$ cat config.mk
export PLATFORM = sky130hd
export DESIGN_NAME = pulse_width_meter
export DESIGN_NICKNAME = d
export VERILOG_FILES = /design/src/rtl/pulse_width_meter.sv
export SDC_FILE = /design/constraint.sdc
export NUM_CORES = 1
export LEC_CHECK = 0
export ABC_AREA = 1
export CORE_ASPECT_RATIO = 1.75
export CORE_MARGIN = 3
export CORE_UTILIZATION = 65
export CTS_CLUSTER_SIZE = 25
export DETAILED_ROUTE_END_ITERATION = 7
export PLACE_DENSITY = 0.88
export SYNTH_ARGS = -nofsm -noshare
export SYNTH_HDL_FRONTEND = slang
export SYNTH_SLANG_ARGS = --single-unit
$ cat constraint.sdc
create_clock -name clk -period 8.8 [get_ports clk]
set_clock_uncertainty 0.2 [all_clocks]
set_input_delay 1.32 -clock clk [delete_from_list [all_inputs] [get_ports clk]]
set_output_delay 1.32 -clock clk [all_outputs]
set_load 0.005 [all_outputs]
$ cat src/rtl/pulse_width_meter.sv
// Measures the high time of i_sig_in in us/ms/s units and reports a saturating 16-bit length.
// Define PULSE_WIDTH_METER_CONT_EN to re-arm automatically after every result (continuous mode).
//
// state       | meaning
// ------------+--------------------------------------------------------------
// S_IDLE      | waiting for i_arm with a legal unit
// S_WAIT_EDGE | armed, waiting for a rising edge of the synchronised signal
// S_MEASURE   | signal high, prescaler chain and unit counter running
module pulse_width_meter #(
   parameter int CNT1US = 108,
   parameter int CNT1MS = 1000,
   parameter int CNT1S  = 1000
) (
   input  logic        clk,
   input  logic        rst_n,
   input  logic        i_sig_in,
   input  logic        i_arm,
   input  logic        i_abort,
   input  logic [1:0]  i_tunit,
   output logic [15:0] o_meas_len,
   output logic        o_meas_valid,
   output logic        o_meas_ovf,
   output logic        o_busy
);

   localparam int W_US = (CNT1US > 1) ? $clog2(CNT1US) : 1;
   localparam int W_MS = (CNT1MS > 1) ? $clog2(CNT1MS) : 1;
   localparam int W_S  = (CNT1S  > 1) ? $clog2(CNT1S)  : 1;
   localparam logic [W_US-1:0] US_TC = W_US'(CNT1US - 1);
   localparam logic [W_MS-1:0] MS_TC = W_MS'(CNT1MS - 1);
   localparam logic [W_S-1:0]  S_TC  = W_S'(CNT1S - 1);

   typedef enum logic [1:0] {
      S_IDLE      = 2'd0,
      S_WAIT_EDGE = 2'd1,
      S_MEASURE   = 2'd2
   } state_t;

   state_t r_state;
   state_t w_state_nxt;

   logic r_sync1, r_sync2, r_sig_d;
   logic [1:0] r_unit;
   logic [W_US-1:0] r_pre_us;
   logic [W_MS-1:0] r_pre_ms;
   logic [W_S-1:0]  r_pre_s;
   logic [15:0] r_unit_cnt;
   logic r_ovf;

   logic w_rise;
   logic w_start, w_count, w_done, w_clear, w_latch_unit;
   logic [W_US-1:0] w_us_base;
   logic [W_MS-1:0] w_ms_base;
   logic [W_S-1:0]  w_s_base;
   logic [15:0] w_unit_base;
   logic w_ovf_base;
   logic w_tick_us, w_tick_ms, w_tick_s, w_unit_tick;

   assign w_rise = r_sync2 & ~r_sig_d;
   assign o_busy = (r_state != S_IDLE);

   always_ff @(posedge clk or negedge rst_n) begin
      if (!rst_n) begin
         r_sync1 <= 1'b0;
         r_sync2 <= 1'b0;
         r_sig_d <= 1'b0;
      end else begin
         r_sync1 <= i_sig_in;
         r_sync2 <= r_sync1;
         r_sig_d <= r_sync2;
      end
   end

   always_ff @(posedge clk or negedge rst_n) begin
      if (!rst_n) r_state <= S_IDLE;
      else        r_state <= w_state_nxt;
   end

   always_comb begin
      w_state_nxt  = r_state;
      w_start      = 1'b0;
      w_count      = 1'b0;
      w_done       = 1'b0;
      w_clear      = 1'b0;
      w_latch_unit = 1'b0;
      case (r_state)
         S_IDLE: begin
            if (i_abort) begin
               w_clear = 1'b1;
            end else if (i_arm && (i_tunit != 2'b11)) begin
               w_latch_unit = 1'b1;
               w_state_nxt  = S_WAIT_EDGE;
            end
         end
         S_WAIT_EDGE: begin
            if (i_abort) begin
               w_clear     = 1'b1;
               w_state_nxt = S_IDLE;
            end else if (w_rise) begin
               // the rising-edge cycle is already high cycle 1
               w_start     = 1'b1;
               w_count     = 1'b1;
               w_state_nxt = S_MEASURE;
            end
         end
         S_MEASURE: begin
            if (i_abort) begin
               w_clear     = 1'b1;
               w_state_nxt = S_IDLE;
            end else if (r_sync2) begin
               w_count = 1'b1;
            end else begin
               w_done = 1'b1;
`ifdef PULSE_WIDTH_METER_CONT_EN
               w_state_nxt = S_WAIT_EDGE;
`else
               w_state_nxt = S_IDLE;
`endif
            end
         end
         default: begin
            w_clear     = 1'b1;
            w_state_nxt = S_IDLE;
         end
      endcase
   end

   // On the starting cycle the chain behaves as if freshly cleared, then counts once.
   always_comb begin
      w_us_base   = w_start ? US_TC : r_pre_us;
      w_ms_base   = w_start ? MS_TC : r_pre_ms;
      w_s_base    = w_start ? S_TC  : r_pre_s;
      w_unit_base = w_start ? 16'd0 : r_unit_cnt;
      w_ovf_base  = w_start ? 1'b0  : r_ovf;
      w_tick_us   = w_count   && (w_us_base == '0);
      w_tick_ms   = w_tick_us && (w_ms_base == '0);
      w_tick_s    = w_tick_ms && (w_s_base == '0);
      case (r_unit)
         2'b00:   w_unit_tick = w_tick_us;
         2'b01:   w_unit_tick = w_tick_ms;
         2'b10:   w_unit_tick = w_tick_s;
         default: w_unit_tick = 1'b0;
      endcase
   end

   always_ff @(posedge clk or negedge rst_n) begin
      if (!rst_n) begin
         r_unit     <= 2'b00;
         r_pre_us   <= '0;
         r_pre_ms   <= '0;
         r_pre_s    <= '0;
         r_unit_cnt <= 16'd0;
         r_ovf      <= 1'b0;
      end else begin
         if (w_latch_unit) r_unit <= i_tunit;
         if (w_clear) begin
            r_pre_us   <= '0;
            r_pre_ms   <= '0;
            r_pre_s    <= '0;
            r_unit_cnt <= 16'd0;
            r_ovf      <= 1'b0;
         end else if (w_count) begin
            r_pre_us <= w_tick_us ? US_TC : (w_us_base - W_US'(1));
            if (w_tick_us) r_pre_ms <= w_tick_ms ? MS_TC : (w_ms_base - W_MS'(1));
            else           r_pre_ms <= w_ms_base;
            if (w_tick_ms) r_pre_s <= w_tick_s ? S_TC : (w_s_base - W_S'(1));
            else           r_pre_s <= w_s_base;
            if (w_unit_tick && (w_unit_base == 16'hFFFF)) begin
               r_unit_cnt <= 16'hFFFF;
               r_ovf      <= 1'b1;
            end else if (w_unit_tick) begin
               r_unit_cnt <= w_unit_base + 16'd1;
               r_ovf      <= w_ovf_base;
            end else begin
               r_unit_cnt <= w_unit_base;
               r_ovf      <= w_ovf_base;
            end
         end
      end
   end

   always_ff @(posedge clk or negedge rst_n) begin
      if (!rst_n) begin
         o_meas_valid <= 1'b0;
         o_meas_len   <= 16'd0;
         o_meas_ovf   <= 1'b0;
      end else begin
         o_meas_valid <= w_done;
         if (w_done) begin
            o_meas_len <= r_unit_cnt;
            o_meas_ovf <= r_ovf;
         end
      end
   end

endmodule

## Yosys cells after proc, flatten, opt, wreduce, memory -nomap -nowiden

Index checks and enable logic that the tools add are counted.

- Bits in registers: 69
- Logic and storage cells: 90
- Bits of input ports: 7
- Output and inout bits: 19

- Equal/unequal tests: 10
- Add/subtract/negate cells: 4
- Bitwise logic cells: 2
- Mux-type cells: 45
- Reduce and logical (&&, ||, !) cells: 16

Operators with widths:

| kind | number |
|---|---|
| 10-bit 2-to-1 mux | 10 |
| 16-bit 2-to-1 mux | 5 |
| 7-bit 2-to-1 mux | 4 |
| 10-bit logical NOT | 2 |
| 10-bit by 1-bit subtractor with 10-bit output (second input constant) | 2 |
| 1-bit 2-to-1 mux | 17 |
| 16-bit by 1-bit adder with 16-bit output (second input constant) | 1 |
| 16-bit equality test (second input constant) | 1 |
| 2-bit 2-to-1 mux | 6 |
| 7-bit logical NOT | 1 |
| 7-bit by 1-bit subtractor with 7-bit output (second input constant) | 1 |
| 2-bit inequality test (second input constant) | 3 |
| 3-bit inequality test (second input constant) | 2 |
| 2-bit one-hot mux with 3 select lines | 1 |
| 1-bit logical AND | 5 |
| 2-bit by 1-bit equality test with 1-bit output (second input constant) | 2 |
| 2-bit equality test (second input constant) | 2 |
| 2-bit logical NOT | 2 |
| 4-bit AND reduction | 1 |
| 2-bit nonzero test | 2 |
| 1-bit one-hot mux with 3 select lines | 1 |
| 3-bit nonzero test | 1 |
| 3-bit OR reduction | 1 |
| 1-bit one-hot mux with 2 select lines | 1 |
| other kinds (3) | 3 |

## Depth between registers and ports, before layout

Gate-level depths: netlist of run 1.

- Depth after elaboration: 15
- Mapped depth: 23

## Worst setup path before layout of run 1

OpenSTA, ideal clock, no wires.

- Path kind: in2reg
- Start point: in i_abort
- End point: reg r_unit_cnt[0]
- Setup time: 127 ps
- Cell stages on the path: 18
- Path slack: 4979 ps
- Arrival time: 3493 ps
- Required time: 8473 ps
- Path buffers: 4
- Cells stage by stage: inv_2 -> nand2_2 -> nor2_2 -> buf_2 -> buf_2 -> clkbuf_1 -> nor2_1 -> ha_1 -> nand3_4 -> nor2_4 -> nand2_8 -> inv_2 -> nand2_4 -> nand2_4 -> buf_8 -> or2_1 -> nand3_1 -> nand3_1

- Longest elaborated chain between the ends: 12
- Elaborated cells between the ends (all ways): 25

Ends and longest elaborated chain:

| element | RTL line | RTL |
|---|---|---|
| start: declaration | 18 | `input logic i_abort,` |
| branches (longest 12 deep; another with 16-bit by 1-bit adder with 16-bit output) | -- |  |
| end signal: assignment | 172 | `r_unit_cnt <= w_unit_base + 16'd1;` |
| end signal: assignment | 175 | `r_unit_cnt <= w_unit_base;` |
| end: declaration | 47 | `logic [15:0] r_unit_cnt;` |

Parallel ways; which one is timed is not known. The select of a mux whose other input is x is not followed.
A chain may end at the register's enable or synchronous reset.

## Final worst setup path of run 1

- Start point: in i_abort
- End point: reg r_unit_cnt[8]

Same word-level chain as after synthesis.

==> results of run 1 <==
==> worst max-delay path: stages <==
cell and delay (ps):
clkdlybuf4s50_1 520, nor2_1 70, nand2_2 550, nand2_1 150, inv_1 140, ha_1 240
nand3_4 90, nor2_4 200, nand2_8 110, inv_2 190, nand2_4 90, nand2_4 230
nand2_1 130, nor2_1 100, nand2_1 50, nand3_1 120, nand2_1 60
==> area by class of cell <==
cell class	count	area, µm²
Multi-Input combinational cell	441	2332
Sequential cell	69	1727
Fill cell	474	1551
Inverter	86	322.8
Timing Repair Buffer	29	275.3
Clock buffer	10	239.0
Tap cell	82	102.6
Clock inverter	6	86.33
==> power by group through the flow <==
stage                     logic [mW]  clock network, mW  registers [mW]
after global routing           0.305              0.413           0.348
after CTS                      0.271              0.398           0.346
final                          0.275              0.394           0.346
after floorplan                0.205                  0           0.349
after detailed placement       0.267                  0           0.352
after global placement         0.260                  0           0.351
==> metrics by stage <==
stage | power, mW | worst slack (ps) | cells | hold WS [ps] | instance area, µm²
floorplan | 0.5536 | 4979 | 614 | 131.2 | 4508
global placement | 0.6107 | 4286 | 707 | 137.1 | 4760
detailed placement | 0.6186 | 4178 | 707 | 143.4 | 4760
CTS | 1.015 | 4516 | 723 | 155.8 | 5085
global route | 1.066 | 4131 | 723 | 168.3 | 5085
finish | 1.016 | 4437 | 723 | 153.9 | 5085
==> registers in the layout, indices dropped and copies added, names as in the netlist <==
register and count:
r_state 2, r_unit 2, o_meas_len 16, r_sync1 1
r_sig_d 1, r_sync2 1, r_ovf 1, r_pre_ms 10
r_pre_us 7, o_meas_ovf 1, o_meas_valid 1, r_pre_s 10
r_unit_cnt 16
==> cell usage after synthesis (all sizes together), types with 6 or more instances <==
master | n | area (µm²)
o21ai | 59 | 295.3
buf | 9 | 92.58
clkbuf | 9 | 33.78
ha | 11 | 137.6
nand2 | 157 | 643.1
a21oi | 6 | 30.03
nor2 | 79 | 360.3
inv | 85 | 319.0
dfrtp | 69 | 1727
nor3 | 12 | 65.06
xor2 | 7 | 61.31
o22ai | 6 | 37.54
nand3 | 66 | 387.9
nand4 | 16 | 127.6
==> metal layers <==
| layer | share of wire [%] | global-route usage, % | vias to the layer above | wire length (µm) |
|---|---|---|---|---|
| li1 | - | - | 2029 | - |
| met2 | 51 | 53.25 | 228 | 5826 |
| met3 | 5.8 | 8.470 | 67 | 668 |
| met5 | 0 | 0 | - | 0 |
| met4 | 7.0 | 22.53 | 0 | 809 |
| met1 | 37 | 36.45 | 2011 | 4211 |
==> final timing paths <==
check / start / end / slack, ps / cells past startpoint
min in group asynchronous: rst_n / r_unit_cnt[0] / 970 / 2
max in group asynchronous: rst_n / r_pre_ms[6] / 6840 / 2
min: r_sync1 / r_sync2 / 150 / 0
min reg2reg: r_sync1 / r_sync2 / 150 / 0
max: i_abort / r_unit_cnt[8] / 4440 / 17
max reg2reg: r_state[1] / r_unit_cnt[8] / 5210 / 19
==> cell families (layout without fill, tap and decap cells) <==
logic type	after synthesis	after routing	share of synthesized area, %
flip-flops	69	69	38.30
XOR/XNOR	9	9	1.749
buffers and inverters	104	131	9.963
adder cells (fa/ha/maj)	11	11	3.053
AND/OR/NAND/NOR	337	337	36.50
AO/OA/AOI/OAI	84	84	10.44
==> run summary, run 1 <==
Clk Latency, worst-skew pair: 340 ps
Antenna Cells: 0
Post-synth net total: 632
Number of synthesized flops with an enable pin: 0
# DRC: 0
Distinct cells, synth: 50
Post-synthesis async set-or-reset flop share: 100.0%
Yosys warning count: 0
Setup violators final: 0
Hpwl dp: 7738 µm
Drt pass-1 iters: 6
Commonest non-fill, non-tap cell in the layout: nand2_1
CP endpoint kind: flip-flop
Pwr Density: 199.7 nW/µm²
DIE HEIGHT: 116.2 µm
Row cnt: 39
Sink Count: 69
CTS tree: built
Switching power: 339.7 µW
Final net count: 654
Slew @ Worst Pin: 971.2 ps
# H-tree levels: 3
Most frequent cells in the layout: 147 x nand2_1, 79 x inv_1, 69 x dfrtp_1
Sequential share of the synthesized area: 38.30%
Clock tree buffer depth: 2
Gpl congestion: 0.9810
Post-DR wirelength/cell: 15.93 µm
Placeable Area: 6636 µm²
WP data arrival: 4390 ps
Hold Buf Count CTS: 0
LEAKAGE: 2.613 nW
First DRT Iteration DRCs: 548
Synthesis-to-finish area growth: 12.79%
Tcrit/Tclk final: 49.58%
Syn avg cell area: 7.342 µm²
RSZ-0062 raised after global routing: false
Vias per cell: 5.996
Initial antenna violation count: 0
Final Max Tran Viols: 0
Outcome: finished, final reports clean
Port bufs: 25
Clock Pin Slew Worst Setup and Hold Paths: 60 ps
CTS Buf Count: 9
Total Wirelength: 11,520 µm
Synthesized area: 4508 µm²
Io pins: 26
Max-Cap Viols: 0
Synth Instances: 614
Starting Density: 67.93%
Layout cells sized above 1: 9.984%
Ys flop type: dfrtp_1
GRT overflow: 0
Post-CTS Setup Inserts: 0
Register share of total power: 34.1%
Critical path required time: 8830 ps
Post-cts repair resize count: 0
Final ANT Viol Nets: 0
Crit start category: input pin
Cell chosen for the clock root: clkbuf_16
Crit path max fanout: 30
Fin. Hold Viols: 0
Largest net degree at the start of global routing: 70
Tmin final: 4363 ps
Setup TNS: 0 ps
Sw Share: 33.45%
Comb pwr share: 27.1%
Vias in the first global route: 4,285
Full die area: 8011 µm²
Routed via count: 4,335
F_max: 0.2292 GHz
Peak VDD IR: 233.1 µV
Worst setup path category: input pin to flip-flop
Hold Path Class: flip-flop to flip-flop
Slew HR: 35.07%
Gr usage total: 32.80%
Register bit total from synthesis: 69
Clock Power Share: 38.8%
Power Internal: 675.9 µW
First-pass GRT wire length: 19,630 µm
Final Util: 76.62%
Die Wd: 68.96 µm
No activity file was read; power rests on OpenSTA's default activity.
==> run 2, diff against run 1 <==
--- a/config.mk
+++ b/config.mk
@@ -8,10 +8,10 @@
 export ABC_AREA = 1
 export CORE_ASPECT_RATIO = 1.75
 export CORE_MARGIN = 3
-export CORE_UTILIZATION = 65
+export CORE_UTILIZATION = 55
 export CTS_CLUSTER_SIZE = 25
 export DETAILED_ROUTE_END_ITERATION = 7
-export PLACE_DENSITY = 0.88
+export PLACE_DENSITY = 0.79
 export SYNTH_ARGS = -nofsm -noshare
 export SYNTH_HDL_FRONTEND = slang
 export SYNTH_SLANG_ARGS = --single-unit
==> constraint.sdc (replaced) <==
create_clock -name clk -period 3.61 [get_ports clk]
set_clock_uncertainty 0.2 [all_clocks]
set_input_delay 0.5415 -clock clk [delete_from_list [all_inputs] [get_ports clk]]
set_output_delay 0.5415 -clock clk [all_outputs]
set_load 0.005 [all_outputs]
==> run 2 against run 1 <==
First-iteration DRC count fell by 41%. Wire length shrank 2.3%. Sequential cell count unchanged. Final area rose by 1.6%. Power is 140% higher. Count of clock-buffer cells in the layout fell by 1. Global-route usage shrank 7.0 points. Sequential share of layout area is 0.53 points lower. Sequential power grew 140%.
==> run summary, run 2 (synthesis results as in run 1) <==
Outcome: finished, final reports clean
Met2 wire length: 5975 µm
Clock Pin Slew Worst Setup and Hold Paths: 60 ps
Routed via count: 4,214
First DRT Iteration DRCs: 321
RSZ-0062 raised after global routing: false
Setup TNS: 0 ps
Io pins: 26
Antenna Cells: 0
Crit path max fanout: 22
Clock tree buffer depth: 2
First-pass GRT wire length: 18,890 µm
Non-filler cells, final: 739
Largest registers: o_meas_len x16, r_unit_cnt x16
Post-CTS Setup Inserts: 0
Placeable Area: 7963 µm²
Hold Path Class: input pin to async pin
F_max: 0.3072 GHz
Peak VDD IR: 287.0 µV
Largest net degree at the start of global routing: 44
Final ANT Viol Nets: 0
Highest metal used: met4
Vias in the first global route: 4,241
Setup violators final: 0
WP buf/inv: 2
Crit start category: input pin
Port bufs: 25
Critical path required time: 3620 ps
Most frequent cells in the layout: 147 x nand2_1, 79 x inv_1, 69 x dfrtp_1
Total Wirelength: 11,250 µm
Layout cells sized above 1: 11.09%
WP data arrival: 3260 ps
Final Max Tran Viols: 0
Clk Latency, worst-skew pair: 340 ps
Critical path cell sequence: clkdlybuf4s50_1 > inv_2 > nand2_2 > nor2_2 > nor2_1 > ha_1 > nand2_1 > nor2_1 > nand3_1 > nor2_1 > nand2_1 > nand2_1 > nand3_2 > nand2_4 > nand2_1 > o21ai_0 > nand3_1 > nand3_1
Gr usage total: 25.81%
Hold Worst Slack: 31.84 ps
Initial antenna violation count: 0
# DRC: 0
Max-Cap Viols: 0
Row cnt: 43
Tmin final: 3255 ps
Wire length on met1: 4128 µm
DIE HEIGHT: 125.8 µm
Post-DR wirelength/cell: 15.23 µm
Starting Density: 56.62%
Die Wd: 74.44 µm
Pwr Density: 475.9 nW/µm²
Slew HR: 34.76%
Most used cell, CP: nand2_1
CTS Buf Count: 9
Worst setup path category: input pin to flip-flop
CP endpoint kind: flip-flop
Crit-path max cell delay: 480 ps
Post-cts repair resize count: 0
Final net count: 662
Hold Buf Count CTS: 0
Fillers: 683
Overall Power: 2.458 mW
CTS tree: built
Tcrit/Tclk final: 90.17%
GRT overflow: 0
Sink Count: 69
Crit-path slowest cell: clkdlybuf4s50_1
Gpl congestion: 0.9092
# H-tree levels: 3
Fin. Hold Viols: 0
Cell chosen for the clock root: clkbuf_16
Hpwl dp: 8150 µm
Commonest non-fill, non-tap cell in the layout: nand2_1
CP delay by family, top: simple AND/OR/NAND/NOR gates
Vias per cell: 5.702
Slew @ Worst Pin: 977.6 ps
Drt pass-1 iters: 5
Met3 WL: 434 µm
LEAKAGE: 2.651 nW
Placed insts: 723
Synthesis-to-finish area growth: 14.57%
Full die area: 9361 µm²
Reg2reg setup slack: 450 ps
-- run 2: routing by layer --
layer	GRT usage [%]	up-vias
met3	3.594	61
li1	-	2043
met1	27.83	1960
met2	44.53	150
met4	17.61	0
met5	0	-
-- run 2: power by group --
part	switching, mW	total (mW)	internal, mW	leakage, nW
sequential	0.0346	0.845	0.811	0.948
clock	0.342	0.949	0.606	0.152
combinational	0.438	0.664	0.226	1.55
total	0.815	2.46	1.64	2.65
-- run 2: metrics by stage --
step / setup WS, ps / cell area (µm²) / utilization, %
finish: 354.8 / 5165 / 64.86
global route: 66.64 / 5165 / 64.86
CTS: 398.6 / 5165 / 64.86
detailed placement: 76.46 / 4842 / 60.81
global placement: 179.6 / 4842 / 60.81
floorplan: 530.6 / 4508 / -
-- run 2: worst paths after layout --
| check | start | end | cells past startpoint |
|---|---|---|---|
| max | i_abort | r_unit_cnt[6] | 18 |
| min | rst_n | r_unit_cnt[4] | 2 |
| max in group asynchronous | rst_n | r_unit[0] | 2 |
| min in group clk | r_sync1 | r_sync2 | 0 |
| max reg2reg | r_state[1] | r_unit_cnt[6] | 18 |
| min reg2reg | r_sync1 | r_sync2 | 0 |
-- run 2: cell type report --
cell class	count	area [µm²]	share of cell area [%]
Multi-Input combinational cell	441	2332	45.16
Sequential cell	69	1727	33.43
Timing Repair Buffer	37	347.8	6.735
Inverter	86	322.8	6.250
Clock buffer	9	225.2	4.360
Tap cell	90	112.6	2.180
Clock inverter	7	97.59	1.890
==> run 3, diff against run 2 <==
--- a/config.mk
+++ b/config.mk
@@ -9,9 +9,10 @@
 export CORE_ASPECT_RATIO = 1.75
 export CORE_MARGIN = 3
 export CORE_UTILIZATION = 55
+export CTS_BUF_LIST = sky130_fd_sc_hd__clkbuf_16
 export CTS_CLUSTER_SIZE = 25
 export DETAILED_ROUTE_END_ITERATION = 7
-export PLACE_DENSITY = 0.79
+export PLACE_DENSITY_LB_ADDON = 0.15
 export SYNTH_ARGS = -nofsm -noshare
 export SYNTH_HDL_FRONTEND = slang
 export SYNTH_SLANG_ARGS = --single-unit
==> run 3 against run 2 <==
Non-clock buffer count is 3 higher. Combinational power is 3% higher. Sequential cell count stayed put.
==> run summary, run 3 (synthesis results as in run 1) <==
Hold Buf Count CTS: 1
Port bufs: 25
DP Area: 4845 µm²
Full die area: 9361 µm²
Cell chosen for the clock root: clkbuf_16
Initial antenna violation count: 0
Placed insts: 725
WP data arrival: 3180 ps
F_max: 0.3215 GHz
LEAKAGE: 2.697 nW
Non-filler cells, final: 742
RSZ-0062 raised after global routing: false
Register share of total power: 31.6%
Vias in the first global route: 4,275
Starting Density: 56.62%
Routed via count: 4,220
Tcrit/Tclk final: 86.17%
Largest registers: o_meas_len x16, r_unit_cnt x16
Final Util: 65.84%
Tmin final: 3111 ps
Layout cells sized above 1: 11.20%
CTS Buf Count: 9
Final ANT Viol Nets: 0
Post-CTS Setup Inserts: 0
Final net count: 665
Gr usage total: 26.87%
Fin. Hold Viols: 0
Vias per cell: 5.687
Slew @ Worst Pin: 978.0 ps
Comb pwr share: 25.6%
Critical path required time: 3680 ps
Hold Path Class: flip-flop to flip-flop
Commonest non-fill, non-tap cell in the layout: nand2_1
CP delay by family, top: simple AND/OR/NAND/NOR gates
Crit path max fanout: 15
Pwr Density: 509.4 nW/µm²
Setup TNS: 0 ps
Total Wirelength: 11,680 µm
WP buf/inv: 3
Clock tree buffer depth: 2
Peak VDD IR: 462.2 µV
Largest net degree at the start of global routing: 32
Sink Count: 69
Power Internal: 1.851 mW
Hpwl dp: 8650 µm
Final Instance Area: 5243 µm²
# DRC: 0
Gpl congestion: 0.9121
DIE HEIGHT: 125.8 µm
Antenna Cells: 0
Crit-path slowest cell: clkdlybuf4s50_1
Critical path cell sequence: clkdlybuf4s50_1 > inv_2 > nand2_2 > nor2_2 > buf_4 > nor2_1 > ha_1 > nand2_1 > nor3_2 > and3_2 > nand4_2 > nor2_2 > nor2_1 > nand2_1
Die Wd: 74.44 µm
Worst setup path category: input pin to flip-flop
Crit start category: input pin
Overall Power: 2.671 mW
Synthesis-to-finish area growth: 16.29%
Switching power: 820.1 µW
# H-tree levels: 3
First-pass GRT wire length: 19,460 µm
Drt pass-1 iters: 5
Fillers: 717
Crit-path max cell delay: 510 ps
GRT overflow: 0
Clk Latency, worst-skew pair: 330 ps
CTS tree: built
CP endpoint kind: flip-flop
Placeable Area: 7963 µm²
First DRT Iteration DRCs: 367
Outcome: finished, final reports clean
Post-DR wirelength/cell: 15.74 µm
Final Max Tran Viols: 0
Clock Power Share: 42.9%
Most frequent cells in the layout: 147 x nand2_1, 80 x inv_1, 69 x dfrtp_1
Post-cts repair resize count: 0
Area of the multi-input gates: 2332 µm²
Max-Cap Viols: 0
Row cnt: 43
Setup violators final: 0
Sw Share: 30.71%
Clock Pin Slew Worst Setup and Hold Paths: 50 ps
Reg area: 1727 µm²
Io pins: 26
Slew HR: 34.73%
==> run 3: changes by cell type in the layout (fill, tap and decap cells not counted), sizes merged <==
cell         change
bufinv           +3
dlygate4sd3      +1
clkinv           -1
clkinvlp         -2
buf              +2
==> run 3: routing by layer <==
| metal | GRT usage, % | share of wire, % | vias up | wire (µm) |
|---|---|---|---|---|
| li1 | - | - | 2046 | - |
| met2 | 47.74 | 53 | 141 | 6220 |
| met3 | 3.594 | 4.0 | 54 | 467 |
| met5 | 0 | 0 | - | 0 |
| met1 | 27.89 | 37 | 1979 | 4273 |
| met4 | 17.92 | 6.1 | 0 | 716 |
==> run 3: per-stage QoR <==
stage	hold slack [ps]	setup slack, ps
floorplan	45.91	530.6
global placement	140.1	262.3
detailed placement	140.2	213.8
CTS	166.5	502.6
global route	183.1	252.1
finish	164.8	499.2
==> run 3: cell type report <==
type | count | share of cell area (%)
Sequential cell | 69 | 32.94
Tap cell | 90 | 2.148
Multi-Input combinational cell | 441 | 44.49
Timing Repair Buffer | 40 | 6.874
Inverter | 86 | 6.158
Clock inverter | 7 | 3.103
Clock buffer | 9 | 4.296
==> run 3: path summary, 6_finish.rpt <==
path | start | endpoint | slack [ps] | depth (start not counted)
worst min-delay path | r_sync1 | r_sync2 | 160 | 0
max in group asynchronous | rst_n | r_pre_s[1] | 1980 | 3
worst max-delay path | i_abort | r_unit_cnt[8] | 500 | 14
worst max register to register | r_state[1] | r_unit_cnt[8] | 570 | 14
min in group asynchronous | rst_n | o_meas_len[0] | 480 | 2
worst min register to register | r_sync1 | r_sync2 | 160 | 0
==> run 3: power groups by stage <==
stage | Clock (mW) | Combinational (mW) | Sequential [mW]
after detailed placement | 0 | 0.676 | 0.857
after global placement | 0 | 0.660 | 0.854
after CTS | 1.16 | 0.683 | 0.843
after global routing | 1.20 | 0.757 | 0.850
after floorplan | 0 | 0.500 | 0.850
final | 1.14 | 0.682 | 0.843
